===== config.mk =====
export PLATFORM = sky130hd
export DESIGN_NAME = fetch_ctrl
export DESIGN_NICKNAME = d
export VERILOG_FILES = /design/src/rtl/fetch_pkg.sv /design/src/rtl/load_sequencer.sv /design/src/rtl/fetch_ctrl.sv
export SDC_FILE = /design/constraint.sdc
export NUM_CORES = 1
export LEC_CHECK = 0
export ABC_AREA = 1
export CELL_PAD_IN_SITES_DETAIL_PLACEMENT = 1
export CELL_PAD_IN_SITES_GLOBAL_PLACEMENT = 1
export CORE_ASPECT_RATIO = 1.75
export CORE_MARGIN = 2
export CORE_UTILIZATION = 33
export DETAILED_ROUTE_END_ITERATION = 7
export PLACE_DENSITY_LB_ADDON = 0.1
export SLEW_MARGIN = 20
export SYNTH_ARGS = -nofsm -noshare
export SYNTH_HDL_FRONTEND = slang
export SYNTH_HIERARCHICAL = 1
export SYNTH_SLANG_ARGS = --single-unit
export TNS_END_PERCENT = 20

===== constraint.sdc =====
create_clock -name clk -period 4.1 [get_ports clk]
set_clock_uncertainty 0.05 [all_clocks]
set_input_delay 0.615 -clock clk [delete_from_list [all_inputs] [get_ports clk]]
set_output_delay 0.615 -clock clk [all_outputs]
set_load 0.1 [all_outputs]

===== src/rtl/fetch_pkg.sv =====
// Shared definitions for the fetch controller: FSM encoding, widths, PC step.
package fetch_pkg;

    localparam int ADDR_W  = 16;
    localparam int INSTR_W = 16;

    localparam logic [ADDR_W-1:0] PC_STEP = 16'd2;

    typedef enum logic [1:0] {
        IDLE = 2'd0,
        LOAD = 2'd1,
        RUN  = 2'd2,
        HALT = 2'd3
    } state_t;

endpackage


===== src/rtl/load_sequencer.sv =====
// Program-load write path: walks the byte address from 0 in word steps,
// drives the instruction-memory write port and flags the final word.
module load_sequencer
    import fetch_pkg::*;
#(
    parameter int MEM_BYTES = 256
) (
    input  logic               clk,
    input  logic               rst,
    input  logic               load_active_i,
    input  logic               load_clear_i,
    input  logic               ld_valid_i,
    input  logic [INSTR_W-1:0] ld_data_i,
    input  logic               ld_last_i,
    output logic               ld_ready_o,
    output logic               mem_we_o,
    output logic [ADDR_W-1:0]  mem_waddr_o,
    output logic [INSTR_W-1:0] mem_wdata_o,
    output logic               load_done_o
);

    localparam logic [ADDR_W-1:0] LAST_ADDR = ADDR_W'(MEM_BYTES - 2);

    logic [ADDR_W-1:0] load_addr_q, load_addr_d;
    logic              accept;

    assign accept      = load_active_i & ld_valid_i;
    assign ld_ready_o  = load_active_i;
    assign mem_we_o    = accept;
    assign mem_waddr_o = load_addr_q;
    assign mem_wdata_o = load_active_i ? ld_data_i : '0;
    // The load ends on the marked word or when the top word is filled; no wrap.
    assign load_done_o = accept & (ld_last_i | (load_addr_q == LAST_ADDR));

    // Next write address: restart at 0 on entry to load, step per accepted word.
    always_comb begin
        load_addr_d = load_addr_q;
        if (load_clear_i)
            load_addr_d = '0;
        else if (accept)
            load_addr_d = load_addr_q + PC_STEP;
    end

    // Write-address register.
    always_ff @(posedge clk or posedge rst) begin
        if (rst)
            load_addr_q <= '0;
        else
            load_addr_q <= load_addr_d;
    end

endmodule


===== src/rtl/fetch_ctrl.sv =====
// Fetch controller: arbitrates the instruction memory between the program
// loader and the fetch stage, which steps the PC and hands registered
// instructions to decode with stall, branch redirect and halt handling.
module fetch_ctrl
    import fetch_pkg::*;
#(
    parameter logic [ADDR_W-1:0] RESET_PC  = 16'h0000,
    parameter logic [3:0]        HALT_OP   = 4'h9,
    parameter int                MEM_BYTES = 256
) (
    input  logic               clk,
    input  logic               rst,
    input  logic               start,
    input  logic               ld_req,
    input  logic               ld_valid,
    input  logic [INSTR_W-1:0] ld_data,
    input  logic               ld_last,
    output logic               ld_ready,
    output logic               mem_we,
    output logic [ADDR_W-1:0]  mem_waddr,
    output logic [INSTR_W-1:0] mem_wdata,
    output logic [ADDR_W-1:0]  mem_pc,
    input  logic [INSTR_W-1:0] mem_instr,
    input  logic               stall,
    input  logic               branch_taken,
    input  logic [ADDR_W-1:0]  branch_target,
    output logic [INSTR_W-1:0] if_instr,
    output logic [ADDR_W-1:0]  if_pc,
    output logic               if_valid,
    output logic               halted
);

    state_t             state_q;
    logic [ADDR_W-1:0]  pc_q;
    logic [INSTR_W-1:0] if_instr_q;
    logic [ADDR_W-1:0]  if_pc_q;
    logic               if_valid_q;
    logic               halted_q;
    logic               load_done;
    logic               enter_load;

    // ld_req is only honoured when fetch is not running.
    assign enter_load = ld_req & ((state_q == IDLE) | (state_q == HALT));

    load_sequencer #(
        .MEM_BYTES (MEM_BYTES)
    ) u_load_seq (
        .clk           (clk),
        .rst           (rst),
        .load_active_i (state_q == LOAD),
        .load_clear_i  (enter_load),
        .ld_valid_i    (ld_valid),
        .ld_data_i     (ld_data),
        .ld_last_i     (ld_last),
        .ld_ready_o    (ld_ready),
        .mem_we_o      (mem_we),
        .mem_waddr_o   (mem_waddr),
        .mem_wdata_o   (mem_wdata),
        .load_done_o   (load_done)
    );

    // The single read port follows the load address during a load, else the PC.
    assign mem_pc   = (state_q == LOAD) ? mem_waddr : pc_q;
    assign if_instr = if_instr_q;
    assign if_pc    = if_pc_q;
    assign if_valid = if_valid_q;
    assign halted   = halted_q;

    // Main FSM with registered fetch outputs; branch beats stall beats normal.
    always_ff @(posedge clk or posedge rst) begin
        if (rst) begin
            state_q    <= IDLE;
            pc_q       <= RESET_PC;
            if_instr_q <= '0;
            if_pc_q    <= '0;
            if_valid_q <= 1'b0;
            halted_q   <= 1'b0;
        end else begin
            case (state_q)
                IDLE: begin
                    if (ld_req) begin
                        state_q <= LOAD;
                    end else if (start) begin
                        state_q <= RUN;
                        pc_q    <= RESET_PC;
                    end
                end
                LOAD: begin
                    if (load_done)
                        state_q <= IDLE;
                end
                RUN: begin
                    if (branch_taken) begin
                        pc_q       <= branch_target & 16'hFFFE;
                        if_valid_q <= 1'b0;
                    end else if (!stall) begin
                        if_instr_q <= mem_instr;
                        if_pc_q    <= pc_q;
                        if_valid_q <= 1'b1;
                        // The halt word is still delivered; the PC parks on it.
                        if (mem_instr[15:12] == HALT_OP) begin
                            state_q  <= HALT;
                            halted_q <= 1'b1;
                        end else begin
                            pc_q <= pc_q + PC_STEP;
                        end
                    end
                end
                HALT: begin
                    if (!stall)
                        if_valid_q <= 1'b0;
                    if (ld_req) begin
                        state_q  <= LOAD;
                        halted_q <= 1'b0;
                    end else if (start) begin
                        state_q  <= RUN;
                        pc_q     <= RESET_PC;
                        halted_q <= 1'b0;
                    end
                end
                default: state_q <= IDLE;
            endcase
        end
    end

endmodule


==> impl_metrics.py <==
metrics = {
    "outcome": {
        "status": "finished, final reports clean",
    },
    "global_routing": {
        "grt-ovfl-total": 0,
        "grt_pass1_vias": 4238,
        "track_usage": 0.204,
        "grt_max_degree": 51,
        "grt_pass1_wl_um": 20400,
        "grt_antenna_before_repair": 0,
    },
    "setup_path": {
        "crit_chain": "clkdlybuf4s50_1",
        "cp.required_ns": 3.43,
        "cp_num_buf_inv": 1,
        "cp-start-kind": "flip-flop",
        "cp_max_fo": 8,
        "r2r_slack_ns": 1.78,
        "endpoint_kind": "output pin",
        "path_depth": 1,
        "arrival_ns": 2.01,
        "path_delay_family": "buffers and inverters",
        "critical_path_class": "flip-flop to output pin",
        "r2r_start": "state_q[1]$_DFFE_PP0P_",
        "r2r_end": "state_q[0]$_DFFE_PP0P_",
        "crit_end": "mem_waddr[8]",
        "rr_worst_depth": 14,
        "critPathSlowestCell": "clkdlybuf4s50_1",
        "critPathLaunch": "u_load_seq/mem_waddr_o[8]$_DFFE_PP0P_",
        "max_stage_delay_ns": 1.19,
    },
    "sta": {
        "setup_tns_ns": 0,
        "slew_headroom": 0.319,
        "fin_crit_ns": 2.68,
        "clock.fmax_ghz": 0.374,
        "final_max_slew_viol_count": 0,
        "rsz0062_at_grt": "no",
        "setup_ws_ns": 1.42,
        "finalHoldViolCount": 0,
        "tightest_slew_ns": 1.02,
        "setup_viol": 0,
        "period_share": 0.653,
    },
    "logic_synthesis": {
        "synthFlopType": "dfrtp_1",
        "syn-num-nets": 611,
        "synth_top_area_share": 0.424,
        "synth_edf_count": 0,
        "syn-cell-area_sq_um": 3830,
        "synth.yosys.seq_area_share": 0.424,
        "synth_common_cells": "205 x nand2_1, 65 x dfrtp_1, 64 x inv_1",
        "synth_cells": 549,
        "yosysMostFrequentCell": "nand2_1",
        "yosys_register_bits": 65,
        "syn_area_per_cell_sq_um": 6.99,
        "synthArstFlopShare": 1.00,
        "yosys_warnings": 6,
        "synth.area.top_cells": "dfrtp_1 42%, nand2_1 20%, inv_1 6.3%, nor2_1 5.4%, o21ai_0 5.4%",
        "synth_top_area_cell": "dfrtp_1",
        "synthDistinctLibCells": 30,
    },
    "routing": {
        "drt_iter0_markers": 111,
        "wl_per_cell_um": 15.2,
        "wl_met2_um": 6740,
        "vias_per_cell": 4.89,
        "wl_met1_um": 4790,
        "wl_um": 12400,
        "highest_layer": "met4",
        "first_pass_iters": 4,
        "via_count": 3999,
        "wl_met3_um": 618,
        "drc": 0,
        "ant_nets": 0,
    },
    "placed_design": {
        "gp_congestion": 0.827,
        "dp_hpwl_um": 9550,
        "preCtsSetupSlack_ns": 1.28,
        "io_buffer_count": 135,
    },
    "clock_tree": {
        "cts_tree": "built",
        "cts_buffers": 9,
        "clock_path_buffers": 2,
        "cts_root_buf": "clkbuf_16",
        "cts_resized": 0,
        "clock_latency_ns": 0.33,
        "clk_pin_slew_worst_paths_ns": 0.06,
        "cts.sinks": 65,
        "postCtsSetupBuffers": 0,
        "htreeDepth": 3,
        "hold_buffers": 0,
    },
    "cells_and_area": {
        "layout.nets": 739,
        "diodes": 0,
        "area_delta_synth_final_pct": 42.1,
        "num-fill-cells": 1433,
        "drive_gt1_frac": 0.111,
    },
    "floorplanning": {
        "core_area_sq_um": 11500,
        "pin_count": 140,
        "die_h_um": 147,
        "die_area_sq_um": 12500,
        "chipWidth_um": 85.5,
        "fp-row-count": 52,
        "initial_utilization": 0.335,
    },
    "worst_hold_path": {
        "holdCritPathClass": "flip-flop to flip-flop",
        "holdPathStages": 2,
        "hp-start": "if_instr[5]$_DFFE_PP0P_",
    },
    "flow_run": {
        "drv_cap": 0,
    },
    "power_and_ir_drop": {
        "p_per_area_nw_per_um2": 910,
        "peakVddDrop_mv": 0.654,
        "p_leak_uw": 0.00267,
    },
}
==> state kept, by name (all words and copies together) (netlist names) <==
signal and flops:
u_load_seq/mem_waddr_o 15, if_valid 1, state_q 2, halted 1
if_instr 16, pc_q 15, if_pc 15
==> metrics by stage <==
stage / utilization / instance area, sq um / power [uW] / hold WS [ns] / instances
floorplan: - / 3830 / 3470 / 0.421 / 549
global placement: 0.450 / 5150 / 4170 / 0.403 / 801
detailed placement: 0.450 / 5150 / 4220 / 0.411 / 801
CTS: 0.476 / 5450 / 5010 / 0.424 / 817
global route: 0.476 / 5450 / 5210 / 0.443 / 817
finish: 0.476 / 5450 / 4960 / 0.421 / 817
==> cell usage in the layout (no fill, tap or decap), drive strengths merged <==
cell type,instances
inv,67
ha,6
o21bai,2
nand2,211
clkinvlp,2
conb,2
bufinv,1
clkbuf,11
nor4,2
nor2,61
nand4,8
o22ai,1
mux2i,1
or2,1
nand3,34
a21oi,12
nor3,1
buf,35
nand3b,1
dfrtp,65
clkdlybuf4s50,102
o21ai,54
clkinv,2
==> kinds of logic after synthesis <==
logic type | Yosys count | synth area share
buffers and inverters | 87 | 0.101
flip-flops | 65 | 0.424
AND/OR/NAND/NOR | 319 | 0.350
multiplexers | 1 | 0.00261
other | 2 | 0.00196
AO/OA/AOI/OAI | 69 | 0.100
adder cells (fa/ha/maj) | 6 | 0.0196
==> worst min-delay path by stage <==
stage,end,slack [ns]
2_1_floorplan,pc_q[15]$_DFFE_PP0P_,0.42
3_3_place_gp,if_instr[4]$_DFFE_PP0P_,0.40
3_5_place_dp,if_instr[14]$_DFFE_PP0P_,0.41
4_1_cts,if_instr[14]$_DFFE_PP0P_,0.42
5_1_grt,if_instr[3]$_DFFE_PP0P_,0.44
6_report,if_instr[5]$_DFFE_PP0P_,0.42
==> per-layer routing <==
layer | vias up | track usage
met2 | 99 | 0.371
met3 | 19 | 0.0379
met1 | 1924 | 0.227
li1 | 1957 | -
met4 | 0 | 0.0849
met5 | - | 0
==> cell type report <==
class                   count  area (sq um)  area share
inverters                  67           251      0.0462
flip-flops and latches     65          1630       0.299
repair buffers            137          1280       0.236
clock buffers              11           243      0.0445
clock inverters             5          55.1      0.0101
multi-input cells         397          1820       0.334
well taps                 135           169      0.0310
==> report_power, final <==
group          switching [uW]  internal (uW)  leakage [uW]
sequential                160            853      0.000860
combinational            2530            644       0.00167
clock                     292            485      0.000142
total                    2980           1980       0.00267
Note: power is estimated with default switching activity, not from simulation.
